$ cat config.mk
export PLATFORM = sky130hd
export DESIGN_NAME = alu_sequencer
export DESIGN_NICKNAME = d
export VERILOG_FILES = /design/src/rtl/alu_pkg.sv /design/src/rtl/alu_seq_timer.sv /design/src/rtl/alu_sequencer.sv
export SDC_FILE = /design/constraint.sdc
export NUM_CORES = 1
export LEC_CHECK = 0
export BUFFER_PORTS_ARGS = -buffer_cell sky130_fd_sc_hd__buf_4
export CORE_UTILIZATION = 49
export CTS_BUF_LIST = sky130_fd_sc_hd__clkbuf_16
export DETAILED_ROUTE_END_ITERATION = 12
export GPL_TIMING_DRIVEN = 0
export PLACE_DENSITY = 0.95
export SLEW_MARGIN = 20
export SYNTH_ARGS = -nofsm -noshare
export SYNTH_HDL_FRONTEND = slang
export SYNTH_SLANG_ARGS = --single-unit
$ cat constraint.sdc
create_clock -name clk -period 2.8 [get_ports clk]
set_input_delay 0.56 -clock clk [delete_from_list [all_inputs] [get_ports clk]]
set_output_delay 0.56 -clock clk [all_outputs]
set_load 0.1 [all_outputs]
$ cat src/rtl/alu_pkg.sv
// alu_pkg -- shared definitions for the ALU sequencer: opcode constants,
// sequencer state encoding and opcode classification helpers.
package alu_pkg;

  localparam int OPCODE_W = 5;

  // Single-cycle opcodes (combinational ALU, result valid during EXEC)
  localparam logic [OPCODE_W-1:0] OP_ADD  = 5'h00;
  localparam logic [OPCODE_W-1:0] OP_SUB  = 5'h01;
  // Multi-cycle opcodes (ALU started with alu_start, finishes with alu_valid)
  localparam logic [OPCODE_W-1:0] OP_MULT = 5'h02;
  localparam logic [OPCODE_W-1:0] OP_DIV  = 5'h03;
  // More single-cycle opcodes
  localparam logic [OPCODE_W-1:0] OP_AND  = 5'h04;
  localparam logic [OPCODE_W-1:0] OP_OR   = 5'h05;
  localparam logic [OPCODE_W-1:0] OP_XOR  = 5'h06;
  localparam logic [OPCODE_W-1:0] OP_NOT  = 5'h07;
  localparam logic [OPCODE_W-1:0] OP_SHL  = 5'h08;
  localparam logic [OPCODE_W-1:0] OP_SHR  = 5'h09;
  localparam logic [OPCODE_W-1:0] OP_SRA  = 5'h0A;
  localparam logic [OPCODE_W-1:0] OP_CMP  = 5'h0B;
  localparam logic [OPCODE_W-1:0] OP_PASS = 5'h0C;
  localparam logic [OPCODE_W-1:0] OP_INC  = 5'h0D;
  localparam logic [OPCODE_W-1:0] OP_DEC  = 5'h0E;
  // Everything from here up is reserved and answered with an error response
  localparam logic [OPCODE_W-1:0] OP_FIRST_ILLEGAL = 5'h0F;

  // Binary-encoded sequencer states
  typedef enum logic [2:0] {
    ST_IDLE  = 3'd0,
    ST_EXEC  = 3'd1,
    ST_START = 3'd2,
    ST_WAIT  = 3'd3,
    ST_RESP  = 3'd4
  } seq_state_e;

  // True for opcodes that need the start/wait handshake with the ALU
  function automatic logic is_multicycle(input logic [OPCODE_W-1:0] op);
    return (op == OP_MULT) || (op == OP_DIV);
  endfunction

  // True for reserved opcodes that never reach the ALU
  function automatic logic is_illegal(input logic [OPCODE_W-1:0] op);
    return op >= OP_FIRST_ILLEGAL;
  endfunction

endpackage

$ cat src/rtl/alu_seq_timer.sv
// alu_seq_timer -- WAIT watchdog for the ALU sequencer. Cleared by load,
// counts while enabled, and flags expire on the TIMEOUT-th enabled cycle.
// Only instantiated when ALU_SEQ_TIMEOUT_EN is defined.
module alu_seq_timer #(
  parameter int TIMEOUT = 64
) (
  input  logic clk,
  input  logic rst,
  input  logic load,
  input  logic enable,
  output logic expire
);

  localparam int COUNT_W = $clog2(TIMEOUT) + 1;
  localparam logic [COUNT_W-1:0] LAST_COUNT = COUNT_W'(TIMEOUT - 1);

  logic [COUNT_W-1:0] count_reg;

  // expire fires during the last allowed enabled cycle so the FSM leaves at its end
  assign expire = enable && (count_reg == LAST_COUNT);

  // Counter: cleared by reset or load, saturates at the expire point
  always_ff @(posedge clk) begin
    if (rst) begin
      count_reg <= '0;
    end else if (load) begin
      count_reg <= '0;
    end else if (enable && !expire) begin
      count_reg <= count_reg + 1'b1;
    end
  end

endmodule

$ cat src/rtl/alu_sequencer.sv
// alu_sequencer -- accepts one ALU request at a time, drives the operands to
// the ALU, runs the start/wait handshake for multi-cycle ops and holds the
// response until it is taken.
// Optional build macro: ALU_SEQ_TIMEOUT_EN adds a WAIT watchdog (TIMEOUT cycles)
// that aborts a stuck multi-cycle op with an error response.
module alu_sequencer
  import alu_pkg::*;
#(
  parameter int WIDTH   = 32,
  parameter int TIMEOUT = 64
) (
  input  logic             clk,
  input  logic             rst,
  input  logic             req_valid,
  output logic             req_ready,
  input  logic [4:0]       req_opcode,
  input  logic [WIDTH-1:0] req_op1,
  input  logic [WIDTH-1:0] req_op2,
  output logic [WIDTH-1:0] alu_in1,
  output logic [WIDTH-1:0] alu_in2,
  output logic [4:0]       opcode,
  output logic             alu_start,
  input  logic [WIDTH-1:0] alu_result,
  input  logic             alu_flag,
  input  logic             alu_valid,
  output logic             rsp_valid,
  input  logic             rsp_ready,
  output logic [WIDTH-1:0] rsp_result,
  output logic             rsp_flag,
  output logic             rsp_error
);

  seq_state_e state_reg;
  seq_state_e state_next;

  logic [4:0]       opcode_reg;
  logic [WIDTH-1:0] in1_reg;
  logic [WIDTH-1:0] in2_reg;
  logic [WIDTH-1:0] rsp_result_reg;
  logic             rsp_flag_reg;
  logic             rsp_error_reg;

  logic accept;
  logic timeout_expire;

  assign accept = req_valid && req_ready;

`ifdef ALU_SEQ_TIMEOUT_EN
  logic timer_load;
  logic timer_enable;

  assign timer_load   = (state_reg == ST_START);
  assign timer_enable = (state_reg == ST_WAIT);

  alu_seq_timer #(
    .TIMEOUT (TIMEOUT)
  ) u_timer (
    .clk    (clk),
    .rst    (rst),
    .load   (timer_load),
    .enable (timer_enable),
    .expire (timeout_expire)
  );
`else
  // Without the watchdog a WAIT is left only on alu_valid or reset
  assign timeout_expire = 1'b0;
`endif

  // State register; reset abandons any operation in flight
  always_ff @(posedge clk) begin
    if (rst) begin
      state_reg <= ST_IDLE;
    end else begin
      state_reg <= state_next;
    end
  end

  // Next-state logic
  always_comb begin
    state_next = state_reg;
    case (state_reg)
      ST_IDLE: begin
        if (accept) begin
          if (is_illegal(req_opcode)) begin
            state_next = ST_RESP;
          end else if (is_multicycle(req_opcode)) begin
            state_next = ST_START;
          end else begin
            state_next = ST_EXEC;
          end
        end
      end
      ST_EXEC:  state_next = ST_RESP;
      ST_START: state_next = ST_WAIT;
      ST_WAIT: begin
        if (alu_valid || timeout_expire) begin
          state_next = ST_RESP;
        end
      end
      ST_RESP: begin
        if (rsp_ready) begin
          state_next = ST_IDLE;
        end
      end
      default:  state_next = ST_IDLE;
    endcase
  end

  // Moore outputs decoded from the current state; ready is masked during reset
  always_comb begin
    req_ready = (state_reg == ST_IDLE) && !rst;
    alu_start = (state_reg == ST_START);
    rsp_valid = (state_reg == ST_RESP);
  end

  // Request capture: operands stay on the ALU inputs until the next accept
  always_ff @(posedge clk) begin
    if (rst) begin
      opcode_reg <= '0;
      in1_reg    <= '0;
      in2_reg    <= '0;
    end else if (accept) begin
      opcode_reg <= req_opcode;
      in1_reg    <= req_op1;
      in2_reg    <= req_op2;
    end
  end

  // Response capture; the registers only change on the way into RESP
  always_ff @(posedge clk) begin
    if (rst) begin
      rsp_result_reg <= '0;
      rsp_flag_reg   <= 1'b0;
      rsp_error_reg  <= 1'b0;
    end else if (accept && is_illegal(req_opcode)) begin
      rsp_result_reg <= '0;
      rsp_flag_reg   <= 1'b0;
      rsp_error_reg  <= 1'b1;
    end else if (state_reg == ST_EXEC) begin
      rsp_result_reg <= alu_result;
      rsp_flag_reg   <= alu_flag;
      rsp_error_reg  <= 1'b0;
    end else if ((state_reg == ST_WAIT) && alu_valid) begin
      // Multi-cycle ops report no flag
      rsp_result_reg <= alu_result;
      rsp_flag_reg   <= 1'b0;
      rsp_error_reg  <= 1'b0;
    end else if ((state_reg == ST_WAIT) && timeout_expire) begin
      rsp_result_reg <= '0;
      rsp_flag_reg   <= 1'b0;
      rsp_error_reg  <= 1'b1;
    end
  end

  assign opcode     = opcode_reg;
  assign alu_in1    = in1_reg;
  assign alu_in2    = in2_reg;
  assign rsp_result = rsp_result_reg;
  assign rsp_flag   = rsp_flag_reg;
  assign rsp_error  = rsp_error_reg;

endmodule
# [Word-level counts from Yosys, hierarchy flattened]
# Cells that the tools add are included.
[op_classes] order_cmp=1 muxes=12 reduce_logical=11 n_eq_ne=9
[ops] operator="$mux 32" count=2
[ops] operator="$pmux 3 s5" count=1
[ops] operator="$mux 3" count=4
[ops] operator="$eq 5x2->1 const B" count=2
[ops] operator="$eq 3x2->1 const B" count=2
[ops] operator="$ge 5x4->1 const B" count=1
[ops] operator="$logic_and 1x1->1" count=4
[ops] operator="$mux 1" count=4
[ops] operator="$ne 2x2->1 const B" count=2
[ops] operator="$eq 3x1->1 const B" count=1
[ops] operator="$eq 3x3->1 const B" count=1
[ops] operator="$logic_not 3->1" count=1
[ops] operator="$reduce_and 3->1" count=1
[ops] operator="$reduce_bool 3->1" count=1
[ops] operator="$mux 2" count=1
[ops] operator="$ne 2x1->1 const B" count=1
[ops] operator="$reduce_bool 2->1" count=1
[ops] operator="$reduce_or 2->1" count=1
[ops] operator="$logic_not 1->1" count=1
[ops] operator="$logic_or 1x1->1" count=1
[word_totals] ff_bits=106 output_inout_bits=106

# [Longest topological paths before layout]
# Gate-level depths: netlist of the first run.
[logic_depth] depth_word=6 mapped_depth=6 ltp_nobuf=3

# [Least setup slack after synthesis of the first run]
# Ideal clock, no wire load.
[synth_timing] path_kind="flip-flop to flip-flop" startpoint="register state_reg[2]" endpoint="register state_reg[2]" arrival_ns=3.243 n_path_buf=0 synth_period_minus_slack_ns=3.317 path_slack_ns=-0.517 path_stages_with_launch=4 setup_time_ns=0.074 cell_sequence="dfxtp_1 -> nor3b_1 -> a22oi_1 -> a21oi_1"
[synth_between] word_cells_on_any_way=12
[synth_lines] element="start, declared" line_no="alu_sequencer.sv:33" source="seq_state_e state_reg;"
[synth_lines] element="start signal, assigned" line_no="alu_sequencer.sv:74" source="state_reg <= state_next;"
[synth_lines] element="$eq 3x3->1 *"
[synth_lines] element="net rsp_valid" line_no="alu_sequencer.sv:26" source="output logic rsp_valid,"
[synth_lines] element="$ne 2x1->1 (no source line)"
[synth_lines] element="$reduce_and 3->1 (no source line)"
# Mark *: on every way through the listed nets, which the timed path passes. The rest lies on a longest branch.
# A chain may end at the register's enable or synchronous reset.

# [Worst setup path in the final report of the first run]
[layout_timing] startpoint="register state_reg[1]" endpoint="output port req_ready"
[layout_between] elab_chain_cells=2
[layout_rtl] element="$logic_not 3->1" line_no="alu_sequencer.sv:111" source="req_ready = (state_reg == ST_IDLE) && !rst;"
[layout_rtl] element="$logic_and 1x1->1" line_no="alu_sequencer.sv:111"
[layout_rtl] element="end, declared" line_no="alu_sequencer.sv:15" source="output logic req_ready,"
# No other way between the ends.

==> results.toml, run 1 <==
[die]
die_h_um = 94.7
die_width_um = 94.7
initial_core_util_pct = 51.0
io_pins = 213
core-area_um2 = 8260
row_count = 33
die-area_um2 = 8970

[timing]
post-route-period-util_pct = 73.2
max_freq_mhz = 488
rsz0062_at_grt = "no"
hold_viol_final = 0
period_needed_ps = 2050
slew_headroom_pct = 64.3
worst_slew_pin_slew_ps = 535
setup_tns_ps = 0
skew_ps = 8.97
finalSetupViolCount = 0
drv_slew = 0

[setup_path]
path_max_fanout = 10
cp.required_ps = 2240
crit_start = "state_reg[1]"
crit_type = "reg -> out"
critPathCaptureType = "output port"
regToRegSetupSlack_ps = 1050
start_kind = "register"
r2r-start = "state_reg[1]"
arrival_ps = 1490

[synthesis]
netlist_instances = 404
syn_avg_cell_area_um2 = 10.4
synth_seq_cells = 106
yosysSeqAreaShare_pct = 50.4
synth_warnings = 0
syn_nets = 511
synth_area_um2 = 4210
synth.distinct_cells = 28

[clocking]
htreeDepth = 3
cts_tree = "built"
cts_max_path_buffers = 2
cts_buffers = 9
cts_root_buf = "clkbuf_16"
clkSinkCount = 106
cts_setup_buffers = 0
clk_pin_slew_ps = 80
postCtsHoldBufs = 0
cts_resized = 0
clkLatencyLatePin_ps = 340

[routing]
routed_wirelength_mm = 11.4
ant_nets = 0
initialDrtViolationCount = 100
route.detailed.drc = 0
firstDrtPassIters = 4
viasPerCell = 5.19
wl_per_cell_um = 15.5
vias = 3827

[finish]
most-common-layout-cells = "buf_4, dfxtp_1, nor2b_1"
syn_to_final_growth_pct = 48.3
multi_input_area_um2 = 1940
layout.nets = 734
num-fill-cells = 582
antennaDiodeCount = 0
fin_area_um2 = 6240
area.sequential_um2 = 2120
layout.cells.most_common = "buf_4"
drive_above_1_share_pct = 49.2

[outcome]
outcome = "finished, final reports clean"

[grt]
grt_max_degree = 19
antenna_found_initial = 0
grt_overflow_total = 0
grt_pass1_vias = 3791
track_usage_pct = 25.3
grt_pass1_wl_mm = 17.6

[power]
power.density_nw_per_um2 = 688
ir_drop_v = 0.000408
leakage_uw = 0.00285

[min_path]
hp-start = "req_op2[30]"
hp-class = "in -> reg"

[placement]
placed_area_um2 = 5940
place_congestion = 0.777
hpwl_mm = 8.81
portBuffers = 212

[flow_run]
drv_cap = 0
[cells in the mapped netlist]
| cell type | count | area (µm²) |
|---|---|---|
| a22oi_1 | 1 | 7.51 |
| clkbuf_1 | 24 | 90.1 |
| buf_2 | 6 | 30.0 |
| nor4_4 | 1 | 21.3 |
| nand2_1 | 1 | 3.75 |
| buf_1 | 1 | 3.75 |
| nand2_2 | 1 | 6.26 |
| nor3b_1 | 2 | 15.0 |
| or4b_2 | 1 | 10.0 |
| nand4_1 | 1 | 6.26 |
| o21ai_0 | 34 | 170 |
| nor2b_1 | 71 | 444 |
| nand2b_1 | 2 | 12.5 |
| mux2_4 | 10 | 150 |
| a41o_1 | 1 | 10.0 |
| mux2_2 | 59 | 664 |
| inv_1 | 1 | 3.75 |
| o21bai_1 | 1 | 7.51 |
| nand3_1 | 34 | 170 |
| nor3_1 | 2 | 10.0 |
| a2bb2oi_1 | 1 | 8.76 |
| a21oi_1 | 36 | 180 |
| buf_4 | 1 | 7.51 |
| a41oi_1 | 1 | 8.76 |
| dfxtp_1 | 106 | 2120 |
| buf_6 | 2 | 22.5 |
| a31o_2 | 1 | 8.76 |
| nand3b_1 | 2 | 15.0 |
[per-stage QoR]
stage	cells	hold WS [ps]	total power (µW)	utilization, %	worst slack [ps]
after floorplan	404	573	2710	-	246
after global placement	721	461	3040	72.0	801
after detailed placement	721	470	3070	72.0	782
after CTS	737	436	4330	75.6	736
after global routing	737	427	4440	75.6	692
final	737	442	4300	75.6	751
[critical path: stages, from the launching register on]
cell and delay, ps:
dfxtp_1 300, buf_4 160, nor4_4 340, buf_4 360
[area by class of cell]
| type | count | share of cell area [%] |
|---|---|---|
| sequential | 106 | 34.0 |
| multi-input combinational | 263 | 31.1 |
| timing repair buffer | 212 | 25.5 |
| clock buffer | 9 | 3.61 |
| buffer | 34 | 2.46 |
| tap | 105 | 2.10 |
| clock inverter | 7 | 1.22 |
| inverter | 1 | 0.0601 |
[worst paths after layout]
check	to	cells after the start
setup / recovery	req_ready	3
hold / removal	alu_in2[30]	2
setup reg to reg	alu_in2[23]	6
hold reg to reg	rsp_result[10]	2
[metal layers]
layer | up-vias | GRT usage (%) | wire length (µm)
met4 | 0 | 12.6 | 459
li1 | 1834 | - | -
met5 | - | 0 | 0
met3 | 34 | 6.92 | 789
met1 | 1790 | 27.0 | 4270
met2 | 169 | 45.5 | 5900
[logic make-up (layout without fill, tap and decap cells)]
logic type / after synthesis / count (layout) / synth area share, %
and+or+nand+nor: 118 / 118 / 17.0
DFF: 106 / 106 / 50.4
AOI/OAI and AO/OA: 76 / 76 / 9.54
muxes: 69 / 69 / 19.3
buffers and inverters: 35 / 263 / 3.74
[report_power, final]
part | internal [µW] | switching (µW)
clock | 700 | 563
sequential | 1610 | 53.1
combinational | 384 | 983
total | 2700 | 1600
(Power assumes the default switching activity.)
==> run 2, diff against run 1 <==
- ABC_AREA: unset -> 1
- CORE_UTILIZATION: 49 -> 44
- PLACE_DENSITY: 0.95 -> 0.91
- clock period: 2.8 -> 1.9 ns (I/O delays scaled with it)
==> results.toml, run 2 <==
[synthesis]
synth.most_common_cell = "nand2_1"
synth_top_area_share_pct = 53.7
netlist_instances = 494
synth_warnings = 0
ys.flop_type = "dfxtp_1"
synth-edff-count = 0
synth.top_cells.by_area = "dfxtp_1, nand2_1, o21ai_1"
yosysTopAreaCell = "dfxtp_1"
synth.distinct_cells = 24
synth_seq_cells = 106
syn_nets = 601
yosys-top-cells-count = "nand2_1, dfxtp_1, o21ai_1"
syn_avg_cell_area_um2 = 8.00
synthArstFlopShare_pct = 0
yosysSeqAreaShare_pct = 53.7
synth_area_um2 = 3950

[clocking]
cts_max_path_buffers = 2
clk_pin_slew_ps = 70
cts_root_buf = "clkbuf_16"
htreeDepth = 3
clkLatencyLatePin_ps = 340
cts_resized = 0
cts_setup_buffers = 0
clkSinkCount = 106
cts_tree = "built"
postCtsHoldBufs = 0
cts_buffers = 9

[finish]
most-common-layout-cells = "buf_4, nand2_1, dfxtp_1"
layout.nets = 823
antennaDiodeCount = 0
layout.cells.most_common = "buf_4"
final_core_util_pct = 68.3
drive_above_1_share_pct = 35.9
syn_to_final_growth_pct = 50.7
fin_area_um2 = 5960

[power]
total_power_uw = 11300
pwr-share-clk_pct = 15.5
p_int_uw = 4980
combPwrFrac_pct = 57.1
power.density_nw_per_um2 = 1890
leakage_uw = 0.00266
ir_drop_v = 0.00121
power_frac_seq_pct = 27.4
p_sw_share_pct = 55.8
p_sw_uw = 6280

[setup_path]
critPathCaptureType = "output port"
crit_type = "reg -> out"
regToRegSetupSlack_ps = 380
cp.required_ps = 1520
arrival_ps = 1370
start_kind = "register"
path_max_fanout = 6

[die]
initial_core_util_pct = 45.3
die_h_um = 96.8
die_width_um = 96.8
die-area_um2 = 9370
io_pins = 213
core-area_um2 = 8720
row_count = 34

[placement]
hpwl_mm = 9.09
place_ws_ps = 344
placed_area_um2 = 5680
place_congestion = 0.828
portBuffers = 211

[timing]
setup_ws_ps = 146
hold_viol_final = 0
drv_slew = 0
whs_ps = 240
finalSetupViolCount = 0
period_needed_ps = 1750
max_freq_mhz = 570
worst_slew_pin_slew_ps = 460
rsz0062_at_grt = "no"
skew_ps = 12.1
slew_headroom_pct = 69.3
post-route-period-util_pct = 92.3

[routing]
ant_nets = 0
routed_wirelength_mm = 11.7
initialDrtViolationCount = 178
wl_per_cell_um = 14.1
viasPerCell = 5.00
firstDrtPassIters = 4
route.detailed.drc = 0
vias = 4147

[grt]
grt_overflow_total = 0
grt_pass1_vias = 4121
grt_max_degree = 19
antenna_found_initial = 0
grt_pass1_wl_mm = 19.3
track_usage_pct = 24.7

[flow_run]
drv_cap = 0

[outcome]
outcome = "finished, final reports clean"

[min_path]
hp-class = "in -> reg"
[run 2: area by class of cell]
cell class	instances	area (µm²)
fill	708	2760
timing repair buffer	211	1580
inverter	10	40.0
buffer	38	199
multi-input combinational	340	1600
clock buffer	9	225
tap	108	135
clock inverter	7	52.6
sequential	106	2120
[run 2: final timing paths]
check	start	to	cells past startpoint
setup / recovery	state_reg[2]	req_ready	4
hold / removal	req_op1[3]	alu_in1[3]	3
setup reg to reg	state_reg[2]	alu_in2[19]	6
hold reg to reg	rsp_result[18]	rsp_result[18]	2
[run 2: per-layer routing]
layer	wire length [µm]	part of all wire, %	global-route usage [%]
met1	4800	41	28.5
met2	5880	50	44.6
met3	830	7.1	6.43
met4	217	1.9	7.23
met5	0	0	0
[run 2: worst max-delay path: stages, from the launching register on]
cell and delay (ps):
dfxtp_1 330, inv_1 170, nand3_4 140, nor2_2 100, buf_4 300
[run 2: cells by family after synthesis]
kind of cell           synth area share, %
and+or+nand+nor                       19.5
DFF                                   53.7
AOI/OAI and AO/OA                     20.7
buffers and inverters                 6.05
[run 2: power by group through the flow]
stage	Combinational [µW]	Sequential, µW	Clock [µW]
after floorplan	1390	6750	0
after global placement	6360	3090	0
after detailed placement	6450	3120	0
after CTS	6450	3080	1760
after global routing	6670	3150	1860
final	6430	3090	1750
[run 2: metrics by stage]
step | setup TNS, ps | std cells
6_report | 0 | 829
5_1_grt | 0 | 829
3_5_place_dp | 0 | 813
3_3_place_gp | 0 | 813
4_1_cts | 0 | 829
2_1_floorplan | -97.1 | 494
==> run 3, diff against run 2 <==
- CORE_UTILIZATION: 44 -> 48
- PLACE_DENSITY: 0.91 -> 0.95
- SLEW_MARGIN: 20 -> 25
- clock period: 1.9 -> 2.26 ns (I/O delays scaled with it)
==> results.toml, run 3 (synthesis gave the netlist of run 2 again) <==
[clocking]
clk_pin_slew_ps = 70
cts_buffers = 9
htreeDepth = 3
clkLatencyLatePin_ps = 340
cts_resized = 0
cts_root_buf = "clkbuf_16"
clkSinkCount = 106
postCtsHoldBufs = 0
cts_max_path_buffers = 2
cts_setup_buffers = 0
cts_tree = "built"

[setup_path]
slowest_delay_ps = 320
critPathCaptureType = "output port"
critical-path-slowest-cell = "dfxtp_1"
r2r-end = "alu_in1[17]"
start_kind = "register"
regToRegSetupSlack_ps = 690
r2r-start = "state_reg[0]"
crit_type = "reg -> out"
path_cells = "inv_1 -> nand3_4 -> nor2_2 -> buf_4"
critPathTopFamily = "buffers and inverters"
arrival_ps = 1380
crit_buf_inv = 2
path_max_fanout = 6
cp.required_ps = 1810
r2r_cells = 6

[die]
die_width_um = 92.7
die_h_um = 92.7
row_count = 32
core-area_um2 = 7850
io_pins = 213
die-area_um2 = 8600
initial_core_util_pct = 50.4

[min_path]
hold_end = "alu_in2[17]"
hp-class = "in -> reg"
min_path_cells = 3
hp-start = "req_op2[17]"

[timing]
skew_ps = 10.8
rsz0062_at_grt = "no"
period_needed_ps = 1830
hold_viol_final = 0
slew_headroom_pct = 70.7
finalSetupViolCount = 0
setup_tns_ps = 0
setup_ws_ps = 427
worst_slew_pin_slew_ps = 440
post-route-period-util_pct = 81.1
max_freq_mhz = 546
drv_slew = 0

[grt]
grt_pass1_vias = 4280
track_usage_pct = 28.2
grt_pass1_wl_mm = 19.4
antenna_found_initial = 0
grt_overflow_total = 0
grt_max_degree = 17

[placement]
hpwl_mm = 9.02
portBuffers = 211
place_ws_ps = 689
place_congestion = 0.830

[power]
power.density_nw_per_um2 = 1600
ir_drop_v = 0.00104
leakage_uw = 0.00266

[routing]
route.detailed.drc = 0
viasPerCell = 5.18
firstDrtPassIters = 4
initialDrtViolationCount = 154
ant_nets = 0
wl_per_cell_um = 14.6
vias = 4263
routed_wirelength_mm = 12.0

[outcome]
outcome = "finished, final reports clean"

[finish]
most-common-layout-cells = "buf_4, nand2_1, dfxtp_1"
final_core_util_pct = 76.0
antennaDiodeCount = 0
syn_to_final_growth_pct = 50.8
layout.nets = 823
drive_above_1_share_pct = 35.6
layout.cells.most_common = "buf_4"
num-fill-cells = 539

[flow_run]
drv_cap = 0
## run 3: changes by cell type in the layout (fill, tap and decap cells not counted)
cell,change
clkinv_2,-1
inv_1,+3
clkinvlp_4,+3
inv_6,-3
clkinv_1,-1
bufinv_16,+1
clkinv_4,-2
## run 3: worst reg2reg max path, stage by stage (launching register included)
cell and delay, ps:
dfxtp_1 320, inv_1 180, nand3_4 140, nor3_4 220, buf_4 220, buf_2 250, o21ai_1 130
## run 3: routing by layer
layer  share of wire [%]  track usage, %
met5                   0               0
met4                 4.4            14.7
met3                 7.7            6.57
met2                  50            50.2
met1                  38            31.0
## run 3: worst max path at each step
stage / startpoint / end / slack [ps] / cells after the start
6_report: state_reg[0] / req_ready / 430 / 4
5_1_grt: state_reg[0] / req_ready / 360 / 4
4_1_cts: state_reg[0] / req_ready / 410 / 4
3_5_place_dp: rst / alu_in2[29] / 690 / 4
3_3_place_gp: rst / opcode[3] / 730 / 5
2_1_floorplan: state_reg[2] / rsp_valid / 190 / 2
## run 3: where the power goes
group          internal [µW]  switching, µW
clock                    847            660
sequential              2330            270
combinational           1100           4320
## run 3: cell type report
type                    count  area [µm²]  share of cell area (%)
clock inverters             7        63.8                    1.07
repair buffers            211        1580                    26.6
inverters                  10        40.0                   0.672
flip-flops and latches    106        2120                    35.6
well taps                 102         128                    2.14
clock buffers               9         225                    3.78
plain buffers              38         199                    3.34
multi-input cells         340        1600                    26.8
## run 3: per-stage QoR
step | area [µm²] | power (µW) | cells | hold WS (ps)
floorplan | 3960 | 6850 | 494 | 521
detailed placement | 5670 | 8030 | 807 | 456
finish | 5960 | 9530 | 823 | 317
global route | 5960 | 9900 | 823 | 315
CTS | 5960 | 9550 | 823 | 314
global placement | 5670 | 7930 | 807 | 449
